**config.mk**
```make
export PLATFORM = sky130hd
export DESIGN_NAME = seven_seg_scan
export DESIGN_NICKNAME = d
export VERILOG_FILES = /design/src/rtl/seven_seg_scan.sv
export SDC_FILE = /design/constraint.sdc
export NUM_CORES = 1
export LEC_CHECK = 0
export CORE_MARGIN = 3
export CORE_UTILIZATION = 50
export CTS_CLUSTER_DIAMETER = 30
export DETAILED_ROUTE_END_ITERATION = 8
export HOLD_SLACK_MARGIN = 0.12
export PLACE_DENSITY = 0.75
export SETUP_SLACK_MARGIN = 0.3
export SLEW_MARGIN = 30
export SYNTH_ARGS = -nofsm -noshare
export SYNTH_HDL_FRONTEND = slang
export SYNTH_SLANG_ARGS = --single-unit
```
**constraint.sdc**
```tcl
create_clock -name CLK -period 4.5 [get_ports CLK]
set_input_delay 0.9 -clock CLK [delete_from_list [all_inputs] [get_ports CLK]]
set_output_delay 0.9 -clock CLK [all_outputs]
set_load 0.01 [all_outputs]
```
**src/rtl/seven_seg_scan.sv**
```systemverilog
// seven_seg_scan: time-multiplexed driver for a 4-digit common-anode
// seven-segment display. BCD digits are snapshotted once per scan frame so a
// frame never mixes old and new counts; anodes, segments and decimal point
// are all active-low and registered.
// Optional feature macro: LEADING_ZERO_BLANK_EN (leading-zero blanking).
module seven_seg_scan #(
  parameter int DIV   = 50000,
  parameter int DIV_W = 16
) (
  input  logic       CLK,
  input  logic       RESET,
  input  logic [3:0] D0,
  input  logic [3:0] D1,
  input  logic [3:0] D2,
  input  logic [3:0] D3,
  input  logic [3:0] DP_MASK,
  output logic [3:0] AN,
  output logic [6:0] SEG,
  output logic       DP,
  output logic       FRAME
);

  localparam logic [DIV_W-1:0] LAST = DIV_W'(DIV - 1);

  logic [DIV_W-1:0] prescaler;
  logic [1:0]       idx;
  logic [3:0][3:0]  snap;
  logic [3:0]       snap_dp;
  logic             tick;
  logic             frame_load;
  logic [3:0]       blank;
  logic [3:0]       cur_digit;
  logic [6:0]       cur_seg;

  // Active-low segment pattern {g,f,e,d,c,b,a}; non-BCD values show a dash.
  function automatic logic [6:0] decode(input logic [3:0] v);
    logic [6:0] s;
    case (v)
      4'd0:    s = 7'h40;
      4'd1:    s = 7'h79;
      4'd2:    s = 7'h24;
      4'd3:    s = 7'h30;
      4'd4:    s = 7'h19;
      4'd5:    s = 7'h12;
      4'd6:    s = 7'h02;
      4'd7:    s = 7'h78;
      4'd8:    s = 7'h00;
      4'd9:    s = 7'h10;
      default: s = 7'h3F;
    endcase
    return s;
  endfunction

  assign tick       = (prescaler == LAST);
  assign frame_load = tick && (idx == 2'd3);
  assign cur_digit  = snap[idx];
  assign cur_seg    = decode(cur_digit);

  // Prescaler: counts 0..DIV-1 and wraps, producing one tick per digit slot.
  always_ff @(posedge CLK) begin
    if (RESET) begin
      prescaler <= '0;
    end else if (tick) begin
      prescaler <= '0;
    end else begin
      prescaler <= prescaler + DIV_W'(1);
    end
  end

  // Digit index: steps through the four digits, one per tick, wrapping 3->0.
  always_ff @(posedge CLK) begin
    if (RESET) begin
      idx <= 2'd0;
    end else if (tick) begin
      idx <= idx + 2'd1;
    end
  end

  // Snapshot: captured only at the end of the last digit slot so every frame
  // shows one consistent set of digits.
  always_ff @(posedge CLK) begin
    if (RESET) begin
      snap    <= '0;
      snap_dp <= 4'b0000;
    end else if (frame_load) begin
      snap    <= {D3, D2, D1, D0};
      snap_dp <= DP_MASK;
    end
  end

  // Blanking mask: a digit is blanked only when it and every more significant
  // digit of the snapshot are zero; the ones digit is always shown.
  always_comb begin
    blank = 4'b0000;
`ifdef LEADING_ZERO_BLANK_EN
    blank[3] = (snap[3] == 4'd0);
    blank[2] = blank[3] && (snap[2] == 4'd0);
    blank[1] = blank[2] && (snap[1] == 4'd0);
`else
    blank = 4'b0000;
`endif
  end

  // Output stage: registered pins, one stage behind idx and the snapshot.
  always_ff @(posedge CLK) begin
    if (RESET) begin
      AN    <= 4'hF;
      SEG   <= 7'h7F;
      DP    <= 1'b1;
      FRAME <= 1'b0;
    end else begin
      AN    <= ~(4'b0001 << idx);
      SEG   <= blank[idx] ? 7'h7F : cur_seg;
      DP    <= ~snap_dp[idx];
      FRAME <= frame_load;
    end
  end

endmodule
```
==> results_dict.tcl <==
set metrics [dict create \
    ir_drop_v 0.000155 \
    cp-end-kind "flip-flop" \
    finalCritPeriodShare_pct 55.2 \
    powerDensity_nw_per_um2 307 \
    track_usage_pct 17.5 \
    critPathRequiredTime_ns 4.69 \
    synthCells 242 \
    drcViolationCount 0 \
    mostFrequentLayoutCells "dfxtp_1, clkdlybuf4s50_1, a21oi_1" \
    finalSetupViolCount 0 \
    critPathTopFamily "adder cells" \
    cts_hold_buffers 0 \
    max_cap_violations 0 \
    rows 23 \
    ys_seq_elements 51 \
    synthesis.area_um2 2220 \
    cts_tree "yes" \
    synth_cell_types 31 \
    hp-start "prescaler[0]$_SDFF_PP0_" \
    holdCritPathClass "flip-flop to flip-flop" \
    hold_ws_ns 0.470 \
    wl_per_cell_um 13.4 \
    status "completed" \
    clockBufferDepth 2 \
    max_stage_delay_ns 0.79 \
    wl_um 4250 \
    core_um2 4140 \
    antenna_found_initial 0 \
    clkLatencyLatePin_ns 0.30 \
    drive_gt1_share_pct 6.39 \
    drtIter0Drc 83 \
    fin_ws_ns 2.02 \
    final_common_cell "dfxtp_1" \
    viasPerCell 5.41 \
    grt_pass1_wl_um 7240 \
    fmax_ghz 0.403 \
    vias 1711 \
    rsz0062_at_grt "no" \
    die_x_um 72.6 \
    final_area_um2 2660 \
    clkTransAtPathRegs_ns 0.09 \
    die_area_um2 5280 \
    io_buffers 34 \
    clock_sinks 51 \
    p_leak_nw 0.930 \
    synth_seq_area_share_pct 46.0 \
    finalHoldViolCount 0 \
    relSlewSlack_pct 45.6 \
    num_io_pins 35 \
    cts-root-buf "clkbuf_8" \
    synth_top_area_share_pct 46.0 \
    cp_max_fo 22 \
    syn_nets 275 \
    postSynthAreaPerCell_um2 9.18 \
    dp_hpwl_um 2880 \
    post-route-min-period_ns 2.48 \
    die_h_um 72.6 \
    ys_warn_count 0 \
    cp-startpoint "idx[0]$_SDFFE_PP0N_" \
    grt_start_max_net_pins 33 \
    synthTopCellsByArea "dfxtp_1, ha_1, a21oi_1, nand3_1, o21ai_0" \
    cts_buffers 5 \
    overflow 0 \
    worst_ep_arrival_time_ns 2.67 \
    tightest_slew_ns 0.817 \
    area_growth_pct 19.7 \
    worstPathCellList "ha_1 -> inv_1 -> o21ai_0 -> a21oi_1" \
    path_buf_inv 1 \
    h-tree-depth 2 \
    start_kind "flip-flop" \
    fin_total_pwr_mw 0.816 \
    timing.rr.start "idx[0]$_SDFFE_PP0N_" \
    drtPass1Iterations 6 \
    stdcell_count 316 \
    antenna_cells 0 \
    grt_pass1_vias 1640 \
    place_ws_ns 2.02 \
    skew_ns 0.00578 \
    final_nets 298 \
    gp_congestion 0.731 \
    dp_cells 308 \
    post_cts.repair.setup_buffers 0 \
    place_area_um2 2540 \
    slowest_stage "ha_1" \
    cts_resized 0 \
    yosysTopAreaCell "dfxtp_1" \
    detail-route-antenna-nets 0 \
    critical_path_class "flip-flop to flip-flop" \
    finalCoreUtilization_pct 64.1 \
    finalSetupTns_ns 0 \
    drv_slew 0 \
    initial_core_util_pct 53.6 \
]
cells in the mapped netlist:
| cell type | instances |
|---|---|
| or3_1 | 2 |
| nand2_1 | 8 |
| ha_1 | 11 |
| buf_4 | 1 |
| or2_4 | 1 |
| nor4b_1 | 1 |
| clkbuf_1 | 11 |
| clkbuf_2 | 2 |
| a21oi_4 | 1 |
| mux4_2 | 5 |
| and3_1 | 2 |
| dfxtp_1 | 51 |
| a21boi_0 | 1 |
| o21bai_1 | 1 |
| buf_6 | 1 |
| nand3_1 | 26 |
| nor3b_1 | 1 |
| a21oi_1 | 27 |
| buf_2 | 4 |
| nand4_1 | 5 |
| and4_1 | 4 |
| nand2b_1 | 7 |
| xnor2_1 | 3 |
| nor4bb_1 | 2 |
| inv_1 | 7 |
| o21ai_1 | 4 |
| nor2b_1 | 1 |
| buf_1 | 1 |
| xor2_1 | 10 |
| nor2_1 | 18 |
| o21ai_0 | 23 |
registers in the layout (all words and copies together), names as in the netlist:
register,flops
prescaler,16
snap,16
SEG,7
AN,4
snap_dp,4
idx,2
DP,1
FRAME,1
worst paths after layout:
kind | end | slack [ns] | depth (start not counted)
setup / recovery | snap[11]$_SDFFE_PP0P_ | 2.02 | 4
hold / removal | prescaler[0]$_SDFF_PP0_ | 0.47 | 1
setup reg to reg | snap[11]$_SDFFE_PP0P_ | 2.02 | 4
hold reg to reg | prescaler[0]$_SDFF_PP0_ | 0.47 | 1
power by group:
group | switching, mW | internal [mW] | total, mW
clock network | 0.150 | 0.166 | 0.315
logic | 0.0149 | 0.0263 | 0.0412
registers | 0.00267 | 0.457 | 0.459
total | 0.167 | 0.648 | 0.816
area by class of cell:
class	instances	area [um2]
clock buffers	5	68.8
clock inverters	3	43.8
fillers	365	1490
inverters	7	26.3
multi-input cells	164	1080
flip-flops and latches	51	1020
well taps	50	62.6
repair buffers	36	355
worst reg2reg max path, stage by stage, from the launching register on:
cell	delay (ns)
dfxtp_1	0.65
ha_1	0.79
inv_1	0.48
o21ai_0	0.35
a21oi_1	0.10
routing by layer:
metal	track usage (%)	share of wire, %	vias up	wire (um)
met5	0	0	-	0
li1	-	-	878	-
met3	3.03	3.2	7	137
met4	8.40	1.7	0	73
met2	27.8	46	28	1940
met1	23.3	49	798	2090
cell families (layout without fill, tap and decap cells):
kind of cell	Yosys count	after routing	share of synthesized area, %
DFF	51	51	46.0
AOI/OAI and AO/OA	57	57	13.6
adders and majority gates	11	11	6.20
and+or+nand+nor	78	78	18.6
xor gates and xnor gates	13	13	5.13
buffers and inverters	27	51	5.41
muxes	5	5	5.07
(Power assumes the default switching activity.)
